## src/rtl/fetch_ctrl_pkg.sv

```systemverilog
// Shared widths, FSM state encodings and tag helper for the fetch sequencer.
// Latency: n/a (types and constants only).
// Backpressure: n/a.
package fetch_ctrl_pkg;

    localparam int ADDR_LEN   = 32;
    localparam int INSN_LEN   = 32;
    localparam int LINE_LEN   = 4 * INSN_LEN;
    localparam int FC_TAG_LEN = ADDR_LEN - 4;

    typedef enum logic [2:0] {
        FC_IDLE  = 3'd0,
        FC_REQ   = 3'd1,
        FC_WAIT  = 3'd2,
        FC_DRAIN = 3'd3,
        FC_VALID = 3'd4
    } fc_state_t;

    // Line tag of a byte address: everything above the 16-byte line offset.
    function automatic logic [FC_TAG_LEN-1:0] tag_of(input logic [ADDR_LEN-1:0] addr);
        return addr[ADDR_LEN-1:4];
    endfunction

endpackage

```

## src/rtl/fetch_ctrl_if.sv

```systemverilog
// Instruction-memory line request/response channel.
// Latency: n/a (wires only); one response per accepted request, in order.
// Backpressure: request held until req_ready; responses cannot be stalled.
interface fetch_ctrl_if;
    import fetch_ctrl_pkg::*;

    logic                 imem_req_valid;
    logic [ADDR_LEN-1:0]  imem_req_addr;
    logic                 imem_req_ready;
    logic                 imem_resp_valid;
    logic [LINE_LEN-1:0]  imem_resp_data;

    modport master (
        output imem_req_valid, imem_req_addr,
        input  imem_req_ready, imem_resp_valid, imem_resp_data
    );

    modport slave (
        input  imem_req_valid, imem_req_addr,
        output imem_req_ready, imem_resp_valid, imem_resp_data
    );

endinterface

```

## src/rtl/fetch_line_buf.sv

```systemverilog
// Single 128-bit instruction line plus its tag, with a combinational hit compare.
// Latency: write visible the cycle after we; hit is combinational on lookup.
// Backpressure: none; caller decides when to write.
module fetch_line_buf
    import fetch_ctrl_pkg::*;
(
    input  logic                  clk,
    input  logic                  reset,
    input  logic                  we,
    input  logic [FC_TAG_LEN-1:0] wtag,
    input  logic [LINE_LEN-1:0]   wdata,
    input  logic [FC_TAG_LEN-1:0] lookup,
    output logic [LINE_LEN-1:0]   idata,
    output logic                  hit
);

    logic [FC_TAG_LEN-1:0] line_tag;

    // Capture a returned line and the tag it was fetched for.
    always_ff @(posedge clk) begin
        if (reset) begin
            idata    <= '0;
            line_tag <= '0;
        end else if (we) begin
            idata    <= wdata;
            line_tag <= wtag;
        end
    end

    assign hit = (lookup == line_tag);

endmodule

```

## src/rtl/fetch_ctrl.sv

```systemverilog
// Fetch sequencer: owns pc, requests lines on a miss, streams hits, handles redirects.
// Latency: miss = accept + k response cycles + 1; hits stream one group per cycle.
// Backpressure: stall_if holds pc/idata in VALID; request held until imem_req_ready.
module fetch_ctrl
    import fetch_ctrl_pkg::*;
#(
    parameter logic [ADDR_LEN-1:0] ENTRY_POINT = {ADDR_LEN{1'b0}}
) (
    input  logic                 clk,
    input  logic                 reset,
    input  logic                 stall_if,
    input  logic                 prmiss,
    input  logic [ADDR_LEN-1:0]  jmpaddr,
    input  logic [ADDR_LEN-1:0]  npc,
    output logic [ADDR_LEN-1:0]  pc,
    output logic [LINE_LEN-1:0]  idata,
    output logic                 fetch_valid,
    fetch_ctrl_if.master         imem
);

    fc_state_t             state_q, state_d;
    logic [ADDR_LEN-1:0]   pc_q, pc_d;
    logic                  buf_we;
    logic                  hit;
    logic [FC_TAG_LEN-1:0] lookup_tag;

    // A redirect is checked against the buffered line, otherwise the sequential next pc.
    assign lookup_tag = prmiss ? tag_of(jmpaddr) : tag_of(npc);

    fetch_line_buf u_line_buf (
        .clk    (clk),
        .reset  (reset),
        .we     (buf_we),
        .wtag   (tag_of(pc_q)),
        .wdata  (imem.imem_resp_data),
        .lookup (lookup_tag),
        .idata  (idata),
        .hit    (hit)
    );

    // State and pc registers; reset abandons any outstanding request.
    always_ff @(posedge clk) begin
        if (reset) begin
            state_q <= FC_IDLE;
            pc_q    <= ENTRY_POINT;
        end else begin
            state_q <= state_d;
            pc_q    <= pc_d;
        end
    end

    // Next-state and pc selection; redirect outranks stall everywhere.
    always_comb begin
        state_d = state_q;
        pc_d    = pc_q;
        buf_we  = 1'b0;
        case (state_q)
            FC_IDLE: begin
                state_d = FC_REQ;
            end
            FC_REQ: begin
                if (prmiss) begin
                    // An accepted request still carries the old address, so its reply is stale.
                    pc_d = jmpaddr;
                    if (imem.imem_req_ready) state_d = FC_DRAIN;
                end else if (imem.imem_req_ready) begin
                    state_d = FC_WAIT;
                end
            end
            FC_WAIT: begin
                if (prmiss) begin
                    pc_d    = jmpaddr;
                    state_d = imem.imem_resp_valid ? FC_REQ : FC_DRAIN;
                end else if (imem.imem_resp_valid) begin
                    buf_we  = 1'b1;
                    state_d = FC_VALID;
                end
            end
            FC_DRAIN: begin
                if (prmiss) pc_d = jmpaddr;
                if (imem.imem_resp_valid) state_d = FC_REQ;
            end
            FC_VALID: begin
                if (prmiss) begin
                    pc_d = jmpaddr;
                    if (!hit) state_d = FC_REQ;
                end else if (!stall_if) begin
                    pc_d = npc;
                    if (!hit) state_d = FC_REQ;
                end
            end
            default: begin
                state_d = FC_IDLE;
            end
        endcase
    end

    assign pc                  = pc_q;
    assign fetch_valid         = (state_q == FC_VALID);
    assign imem.imem_req_valid = (state_q == FC_REQ);
    assign imem.imem_req_addr  = {pc_q[ADDR_LEN-1:4], 4'b0000};

endmodule

```

## src/flat_wrapper.sv

```systemverilog
// flat-port wrapper written by rule: the top's interface ports become plain ports
module fetch_ctrl_flat import fetch_ctrl_pkg::*;
#(
    parameter logic [ADDR_LEN-1:0] ENTRY_POINT = {ADDR_LEN{1'b0}}
)
  (clk, reset, stall_if, prmiss, jmpaddr, npc, pc, idata, fetch_valid, imem_imem_req_valid, imem_imem_req_addr, imem_imem_req_ready, imem_imem_resp_valid, imem_imem_resp_data);
  fetch_ctrl_if imem_i ();
  input  logic clk;
  input  logic reset;
  input  logic stall_if;
  input  logic prmiss;
  input  logic [ADDR_LEN-1:0] jmpaddr;
  input  logic [ADDR_LEN-1:0] npc;
  output logic [ADDR_LEN-1:0] pc;
  output logic [LINE_LEN-1:0] idata;
  output logic fetch_valid;
  output wire logic [$bits(imem_i.imem_req_valid)-1:0] imem_imem_req_valid;
  output wire logic [$bits(imem_i.imem_req_addr)-1:0] imem_imem_req_addr;
  input wire logic [$bits(imem_i.imem_req_ready)-1:0] imem_imem_req_ready;
  input wire logic [$bits(imem_i.imem_resp_valid)-1:0] imem_imem_resp_valid;
  input wire logic [$bits(imem_i.imem_resp_data)-1:0] imem_imem_resp_data;
  assign imem_imem_req_valid = imem_i.imem_req_valid;
  assign imem_imem_req_addr = imem_i.imem_req_addr;
  assign imem_i.imem_req_ready = imem_imem_req_ready;
  assign imem_i.imem_resp_valid = imem_imem_resp_valid;
  assign imem_i.imem_resp_data = imem_imem_resp_data;
  fetch_ctrl #(.ENTRY_POINT(ENTRY_POINT)) u_core (.clk(clk), .reset(reset), .stall_if(stall_if), .prmiss(prmiss), .jmpaddr(jmpaddr), .npc(npc), .pc(pc), .idata(idata), .fetch_valid(fetch_valid), .imem(imem_i));
endmodule
```

## config.mk

```make
export PLATFORM = sky130hd
export DESIGN_NAME = fetch_ctrl_flat
export DESIGN_NICKNAME = d
export VERILOG_FILES = /design/src/rtl/fetch_ctrl_pkg.sv /design/src/rtl/fetch_ctrl_if.sv /design/src/rtl/fetch_line_buf.sv /design/src/rtl/fetch_ctrl.sv /design/src/flat_wrapper.sv
export SDC_FILE = /design/constraint.sdc
export NUM_CORES = 1
export LEC_CHECK = 0
export ABC_CLOCK_PERIOD_IN_PS = 2350
export CAP_MARGIN = 0
export CORE_MARGIN = 10
export CORE_UTILIZATION = 41
export DETAILED_ROUTE_END_ITERATION = 8
export HOLD_SLACK_MARGIN = 0.03
export PLACE_DENSITY = 0.86
export SETUP_SLACK_MARGIN = 0.3
export SLEW_MARGIN = 20
export SYNTH_ARGS = -nofsm -noshare
export SYNTH_HDL_FRONTEND = slang
export SYNTH_HIERARCHICAL = 1
export SYNTH_SLANG_ARGS = --single-unit
```

## constraint.sdc

```tcl
create_clock -name clk -period 2.35 [get_ports clk]
set_clock_uncertainty 0.15 [all_clocks]
set_input_delay 0.235 -clock clk [delete_from_list [all_inputs] [get_ports clk]]
set_output_delay 0.235 -clock clk [all_outputs]
set_load 0.03 [all_outputs]
```

# --- Yosys cells after proc, flatten, opt, wreduce, memory -nomap -nowiden ---
# Cells that the tools add are included.
totals:
  regBits: 191
  input_bits: 198
  output_inout_bits: 194
  word_cells: 38
classes:
  eq_ne: 10
  muxes: 19
  reduce_logical: 5
ops:
  columns: ["operator", "n"]
  rows:
  - ["32-bit 2-to-1 mux", 3]
  - ["32-bit one-hot mux with 2 select lines", 1]
  - ["28-bit equality test", 1]
  - ["28-bit 2-to-1 mux", 1]
  - ["3-bit 2-to-1 mux", 9]
  - ["3-bit one-hot mux with 5 select lines", 1]
  - ["3-bit by 2-bit equality test with 1-bit output, second input constant", 2]
  - ["3-bit inequality test, second input constant", 2]
  - ["2-bit by 1-bit inequality test with 1-bit output, second input constant", 2]
  - ["4-bit AND reduction", 1]
  - ["3-bit by 1-bit equality test with 1-bit output, second input constant", 1]
  - ["3-bit equality test, second input constant", 1]
  - ["3-bit logical NOT", 1]
  - ["1-bit 2-to-1 mux", 3]
  - ["3-bit AND reduction", 1]
  - ["3-bit OR reduction", 1]
  - ["2-bit 2-to-1 mux", 1]
  - ["2-bit inequality test, second input constant", 1]
  - ["2-bit nonzero test", 1]

# --- Logic depth before layout (Yosys ltp) ---
# Gate-level depths: netlist (run 1).
depth:
  depth_word: 6
  ltp_mapped: 9
  ltp_nobuf: 8

# --- Hierarchy ---
# Netlist (run 1), hierarchy kept.
by_module_without_submodules:
  columns: ["module", "instances", "cells_each", "area_per_inst_um2"]
  rows:
  - ["fetch_line_buf", 1, 540, 5845.6]
  - ["fetch_ctrl", 1, 269, 2348.5]

# --- Least setup slack after synthesis (run 1) ---
# No wires, ideal clock.
synth_path:
  path_kind: "input to register"
  from: "input port prmiss"
  to: "register u_core.state_q[0]"
  arrival_ns: 1.697
  t_required_ns: 2.068
  setup_slack_ns: 0.370
  stages: 9
  n_path_buf: 1
  path_cell_list: "buf_2 mux2_2 xor2_1 nor4_1 nand4_1 nor4_2 o21ai_0 o21ai_0 a21oi_1"
synth_via:
  elab_chain_len: 6
  elab_cells_between_ends: 11
  classes_between: "eq/ne (3); mux (7); reduce/logical (1)"
synth_rtl:
  columns: ["item", "line_no", "text"]
  rows:
  - ["start, declared", "flat_wrapper.sv:11", "input logic prmiss;"]
  - ["28-bit 2-to-1 mux *", "fetch_ctrl.sv:28", "assign lookup_tag = prmiss ? tag_of(jmpaddr) : tag_of(npc);"]
  - ["named net u_core.lookup_tag[18]", "fetch_ctrl.sv:25", "logic [FC_TAG_LEN-1:0] lookup_tag;"]
  - ["28-bit equality test *", "fetch_line_buf.sv:30", "assign hit = (lookup == line_tag);"]
  - ["named net u_core.hit", "fetch_ctrl.sv:24", "logic hit;"]
  - ["3-bit 2-to-1 mux *", null, null]
  - ["3-bit 2-to-1 mux", null, null]
  - ["3-bit 2-to-1 mux *", "fetch_ctrl.sv:84", "if (prmiss) begin"]
  - ["3-bit one-hot mux with 5 select lines *", "fetch_ctrl.sv:57", "case (state_q)"]
  - ["end signal, assigned", "fetch_ctrl.sv:47", "state_q <= state_d;"]
  - ["end, declared", "fetch_ctrl.sv:21", "fc_state_t state_q, state_d;"]
# Mark *: on every way through the listed nets, which the timed path passes. The rest lies on a longest branch. The select of a mux whose other input is x is not followed.
# A chain may end at the register's enable or synchronous reset.

# --- Final worst setup path (run 1) ---
layout_path:
  from: "input port npc[19]"
  to: "register u_core.state_q[0]"
layout_via:
  elab_chain_len: 6
layout_rtl:
  columns: ["item", "line_no", "text"]
  rows:
  - ["start, declared", "flat_wrapper.sv:13", "input logic [ADDR_LEN-1:0] npc;"]
  - ["28-bit 2-to-1 mux *", "fetch_ctrl.sv:28", null]
  - ["named net u_core.lookup_tag[15]", "fetch_ctrl.sv:25", null]
  - ["28-bit equality test *", "fetch_line_buf.sv:30", null]
  - ["named net u_core.hit", "fetch_ctrl.sv:24", null]
  - ["3-bit 2-to-1 mux *", null, null]
  - ["3-bit 2-to-1 mux", null, null]
  - ["3-bit 2-to-1 mux *", null, null]
  - ["3-bit one-hot mux with 5 select lines *", null, null]
# Marks and branches as above.

==> flow_metrics.tcl, run 1 <==
set metrics [dict create \
    drive_above_1_share_pct 12.35 \
    fillCellCount 1489 \
    synth_seq_cells 191 \
    grt_max_degree 67 \
    tightestPinTransition_ps 509.1 \
    ys_top_cells_by_count "191 x dfxtp_1, 160 x mux2i_1, 160 x nor2_1" \
    cts.sink_count 191 \
    cts_max_path_buffers 2 \
    effective_utilization_at_floorplan_pct 41.83 \
    synthSimpleGateAreaFrac_pct 11.28 \
    synth.cell_area_mm2 0.008194 \
    async_sr_flop_fraction_pct 0 \
    finalWeightedCongestion 0.8433 \
    synth_area_leaders "dfxtp_1 47%, mux2i_1 20%, mux2_2 7.8%" \
    tritoncts "built" \
    finalNetCount 1368 \
    rr_worst_depth 5 \
    finalHoldViolCount 0 \
    drv.max_cap_violation_count 0 \
    worst_setup_path_start_kind "input pin" \
    detailedRoute.firstIterationViolations 381 \
    num_io_pins 392 \
    totalWireLength_um 29790 \
    hold-path-cell-count 2 \
    synth_compound_area_share_pct 4.031 \
    initial_antenna_violation_count 2 \
    grt_first_pass_wirelength_um 45190 \
    synth_seq_area_share_pct 46.66 \
    timing.final.max_slew_violations 0 \
    post_drt_via_cell_ratio 4.999 \
    critical_path_arrival_ps 2170 \
    hpwlAfterDp_um 23120 \
    p_total_mw 7.529 \
    seq_area_mm2 0.003825 \
    grt-ovfl-total 0 \
    utilization_pct 66.36 \
    route.vias.total 7244 \
    synthCells 809 \
    area_growth_syn_to_layout_pct 58.65 \
    critPathCaptureType "flip-flop" \
    synth-edff-count 0 \
    remaining_drc_errors 0 \
    worst_slew_margin_rel_pct 66.06 \
    irDropWorstVdd_mv 0.5351 \
    clkTransAtPathRegs_ps 70 \
    core_mm2 0.01959 \
    yosys.area_share.xor_xnor_pct 2.993 \
    timing.setup.critical_path_class "input pin to flip-flop" \
    area_used_by_multi_input_combinational_logic_mm2 0.003855 \
    pwr_density_cell_mw_per_mm2 579.2 \
    setup-violations-final 0 \
    postSynthAreaPerCell_um2 10.13 \
    clkLatencyLatePin_ps 420 \
    stdcell_area_mm2 0.01300 \
    timing.final.crit_period_ps 2030 \
    drt-wirelength-per-cell_um 20.56 \
    clockRootBuffer "clkbuf_16" \
    synth_fa_ha_area_share_pct 0 \
    synthDistinctLibCells 30 \
    post-route-period-util_pct 86.38 \
    core.rowCount 51 \
    top_fanout_value_on_the_critical_path 2 \
    hold_slack_ps 66.75 \
    die_height_um 161.4 \
    yosysWarningCount 6 \
    run_status "complete, no violations" \
    synth_most_common_cell "dfxtp_1" \
    placement.io_buffers 387 \
    dieWidth_um 161.4 \
    tritoncts.num_buffers 17 \
    cell_leakage_power_nw 4.583 \
    pre_antenna_drt_iters 5 \
    synth.top_cell.area_share_pct 46.66 \
    rsz0062_at_grt "yes" \
    largest_family_of_logic_cells_by_synthesized_area "multiplexers" \
    synthFlopType "dfxtp_1" \
    synth_mux_area_share_pct 27.38 \
    fmax_mhz 492.6 \
    total_track_usage_pct 21.92 \
    synth.largest_area_cell "dfxtp_1" \
    cts.htree.levels 4 \
    worst_min_path_class "input pin to flip-flop" \
    dieArea_mm2 0.02604 \
    vias_in_the_first_global_route 7730 \
    critPathRequiredTime_ps 2490 \
    post_dp_cell_area_mm2 0.01224 \
    ant_nets 0 \
]
path summary, 6_finish.rpt:
check | to | start | slack (ps)
worst min-delay path | u_core/u_line_buf/line_tag[19]$_SDFFE_PP0P_ | reset | 70
worst min register to register | u_core/u_line_buf/idata[62]$_SDFFE_PP0P_ | u_core/u_line_buf/idata[62]$_SDFFE_PP0P_ | 340
worst max-delay path | u_core/state_q[0]$_SDFFE_PP0P_ | npc[19] | 320
worst max register to register | u_core/pc[16]$_SDFFE_PP0P_ | u_core/state_q[2]$_SDFFE_PP0P_ | 330
final cells by class:
| type | count | share of cell area, % |
|---|---|---|
| timing repair buffer | 429 | 33.46 |
| multi-input combinational | 530 | 29.65 |
| sequential | 191 | 29.42 |
| clock buffer | 18 | 3.378 |
| tap | 265 | 2.551 |
| clock inverter | 13 | 1.367 |
| inverter | 1 | 0.1251 |
| antenna | 2 | 0.03850 |
critical path, stage by stage:
cell             delay, ps
clkdlybuf4s50_1        410
mux2_4                 280
xor2_1                 170
nor4_2                 360
nand4_1                230
nor4_2                 190
o21ai_1                110
o21ai_1                100
a21oi_1                 80
sequential cells by signal, summed over array words and instances, names as in the netlist:
| register | flops |
|---|---|
| u_core/pc | 32 |
| u_core/u_line_buf/idata | 128 |
| u_core/state_q | 3 |
| u_core/u_line_buf/line_tag | 28 |
metal layers:
metal	GRT usage (%)	share of wire [%]	routed length (um)
met4	8.106	2.7	816
met1	23.44	37	11150
met3	8.795	9.3	2781
met2	38.12	50	15030
met5	0	0.057	17
through the flow:
step           cells  setup slack [ps]  setup TNS [ps]
6_report        1449             320.0               0
5_1_grt         1448             265.3               0
4_1_cts         1447             299.5               0
3_5_place_dp    1413            -497.4          -16910
3_3_place_gp    1413            -420.8          -15390
2_1_floorplan    812             370.5               0
report_power, final:
part / switching (mW) / internal, mW / leakage (nW)
Clock: 1.35 / 1.64 / 0.292
Sequential: 0.0623 / 3.30 / 1.54
Combinational: 0.543 / 0.630 / 2.75
logic make-up after synthesis:
logic type | after synthesis
buffers and inverters | 91
AND/OR/NAND/NOR | 217
multiplexers | 217
AO/OA/AOI/OAI | 64
XOR/XNOR | 28
flip-flops | 191
other | 1
placed cells by master (no fill, tap or decap), types with 2 or more instances in the layout:
| master | synthesis | layout |
|---|---|---|
| xnor2_1 | 12 | 12 |
| nand3_1 | 29 | 29 |
| nor3_1 | 5 | 5 |
| dlygate4sd2_1 | 0 | 12 |
| clkbuf_16 | 0 | 17 |
| nand4_1 | 4 | 4 |
| a211oi_1 | 4 | 4 |
| inv_8 | 0 | 4 |
| dfxtp_1 | 191 | 190 |
| a21oi_1 | 30 | 30 |
| clkdlybuf4s50_1 | 0 | 371 |
| nor4_2 | 1 | 4 |
| clkinv_8 | 0 | 3 |
| clkinvlp_4 | 0 | 3 |
| mux2_4 | 0 | 10 |
| nor2b_1 | 2 | 2 |
| conb_1 | 1 | 4 |
| mux2i_1 | 160 | 160 |
| nor2_1 | 160 | 159 |
| buf_4 | 37 | 29 |
| buf_16 | 0 | 2 |
| nand2b_1 | 3 | 3 |
| xor2_1 | 16 | 14 |
| o21ai_1 | 0 | 2 |
| nand2_1 | 3 | 3 |
| mux2_2 | 57 | 47 |
| buf_12 | 0 | 11 |
| diode_2 | 0 | 2 |
| o21ai_0 | 30 | 28 |
| bufinv_16 | 0 | 2 |
| buf_6 | 16 | 2 |
repair_timing:
action | CTS | global route
setup buffers | 1 | 0
cloned | 2 | 0
pin swaps | 8 | 2
resized for setup | 43 | 5
endpoints found under the setup margin | 21 | 128
hold buffers | 0 | 0
(Power assumes the default switching activity.)
==> inputs of run 2 (changes only) <==
Settings changed: CELL_PAD_IN_SITES_DETAIL_PLACEMENT set to 1, CELL_PAD_IN_SITES_GLOBAL_PLACEMENT set to 1, CORE_MARGIN 10 to not set, CORE_UTILIZATION 41 to 30.
==> flow_metrics.tcl, run 2 (same netlist as run 1, synthesis figures left out) <==
set metrics [dict create \
    hpwlAfterDp_um 21990 \
    top_fanout_value_on_the_critical_path 4 \
    worst_min_path_class "input pin to flip-flop" \
    vias_in_the_first_global_route 7855 \
    switching_share_pct 27.63 \
    pre_antenna_drt_iters 4 \
    dp_cells 1483 \
    post_drt_via_cell_ratio 4.778 \
    finalHoldViolCount 0 \
    initial_antenna_violation_count 1 \
    run_status "complete, no violations" \
    finalWeightedCongestion 0.8006 \
    clkLatencyLatePin_ps 430 \
    grt-ovfl-total 0 \
    grt_util_met1_pct 22.91 \
    use_met3_pct 4.916 \
    total_track_usage_pct 20.61 \
    instances_no_fill 1524 \
    finalNetCount 1367 \
    share_seq_of_total_power_pct 44.2 \
    route.vias.total 7281 \
    tritoncts "built" \
    detailedRoute.firstIterationViolations 319 \
    dieWidth_um 167.3 \
    setup-violations-final 0 \
    pwr_density_cell_mw_per_mm2 579.4 \
    cts_max_path_buffers 2 \
    post_dp_cell_area_mm2 0.01228 \
    stdcell_area_mm2 0.01313 \
    combinational_share_of_power_pct 15.5 \
    critPathCaptureType "output pin" \
    effective_utilization_at_floorplan_pct 30.49 \
    cell_leakage_power_nw 4.608 \
    fmax_mhz 502.3 \
    detailedPlace.worstSlack_ps -256.1 \
    critPathRequiredTime_ps 1970 \
    layout_commonest_cell "clkdlybuf4s50_1" \
    drt-wirelength-per-cell_um 19.40 \
    area_growth_syn_to_layout_pct 60.18 \
    crit_slowest_cell "clkdlybuf4s50_1" \
    remaining_drc_errors 0 \
    post-route-period-util_pct 84.72 \
    core.rowCount 60 \
    timing.final.crit_period_ps 1991 \
    grt_most_used_layer "met2" \
    final_cell_mix "372 x clkdlybuf4s50_1, 188 x dfxtp_1, 160 x mux2i_1" \
    timing.critical_path.slowest_cell_delay_ps 720 \
    critical_path.cell_chain "clkdlybuf4s50_1" \
    tritoncts.num_buffers 17 \
    met2_usage_pct 38.37 \
    ant_nets 0 \
    grt_first_pass_wirelength_um 44710 \
    p_total_mw 7.605 \
    grt_max_degree 69 \
    rsz0062_at_grt "yes" \
    largest_register_ff_count 128 \
    die_height_um 167.3 \
    core_mm2 0.02688 \
    cts.sink_count 191 \
    timing.final.max_slew_violations 0 \
    dieArea_mm2 0.02798 \
    internal_power_mw 5.503 \
    fillCellCount 2946 \
    totalWireLength_um 29570 \
    irDropWorstVdd_mv 0.4316 \
    hold_buffers 0 \
    post-route-worst-setup-slack_ps 359.1 \
    total_switching_power_mw 2.102 \
    final.setup.tns_ps 0 \
    clkTransAtPathRegs_ps 80 \
    timing.setup.critical_path_class "flip-flop to output pin" \
    placement.io_buffers 387 \
    num_io_pins 392 \
    tightestPinTransition_ps 587.3 \
    largest_register "u_core/u_line_buf/idata" \
    drive_above_1_share_pct 12.61 \
    worst_slew_margin_rel_pct 60.84 \
    critical-path-top-delay-family "buffers and inverters" \
    critical_path_arrival_ps 1610 \
    worst_setup_path_start_kind "flip-flop" \
    critical_path.n_buffers_inverters 1 \
    cts.htree.levels 4 \
    power.share.clock_pct 40.3 \
    drv.max_cap_violation_count 0 \
    clockRootBuffer "clkbuf_16" \
]
run 2: stage by stage:
step	hold WS [ps]	utilization, %
2_1_floorplan	232.2	-
3_3_place_gp	321.2	45.71
3_5_place_dp	331.2	45.71
4_1_cts	105.5	48.45
5_1_grt	127.2	48.84
6_report	112.9	48.84
run 2: path summary, 6_finish.rpt:
path                                       startpoint                                          end  slack (ps)  cells after the start
max                         u_core/pc[5]$_SDFFE_PP0P_                        imem_imem_req_addr[5]         360                      1
min                                             reset  u_core/u_line_buf/line_tag[21]$_SDFFE_PP0P_         110                      2
max reg2reg            u_core/state_q[2]$_SDFFE_PP0P_    u_core/u_line_buf/idata[125]$_SDFFE_PP0P_         370                      6
min reg2reg  u_core/u_line_buf/idata[95]$_SDFFE_PP0P_     u_core/u_line_buf/idata[95]$_SDFFE_PP0P_         350                      2
run 2: final cells by class:
cell class | instances | area, um^2 | share of cell area, %
antenna | 1 | 2.502 | 0.01907
clock buffer | 18 | 439.2 | 3.346
clock inverter | 14 | 191.4 | 1.459
inverter | 1 | 30.03 | 0.2288
multi-input combinational | 530 | 3847 | 29.31
sequential | 191 | 3830 | 29.18
tap | 341 | 426.7 | 3.251
timing repair buffer | 427 | 4349 | 33.14
timing repair inverter | 1 | 8.758 | 0.06673
run 2: what timing repair did:
action,in CTS,in global routing
cloned,0,2
pin swaps,9,2
setup endpoints to repair,11,73
gates resized for setup,35,13
setup buffers,1,5
run 2: power groups by stage:
stage	Clock, mW	Sequential (mW)	Combinational [mW]
floorplan	0	3.53	0.438
global placement	0	3.43	1.14
detailed placement	0	3.44	1.16
CTS	3.16	3.36	1.18
global route	3.29	3.37	1.25
finish	3.07	3.36	1.18
run 2: layer usage:
| layer | part of all wire (%) | up-vias |
|---|---|---|
| met4 | 2.2 | 0 |
| met3 | 6.4 | 33 |
| met1 | 40 | 3544 |
| li1 | - | 3435 |
| met2 | 52 | 269 |
| met5 | 0 | - |
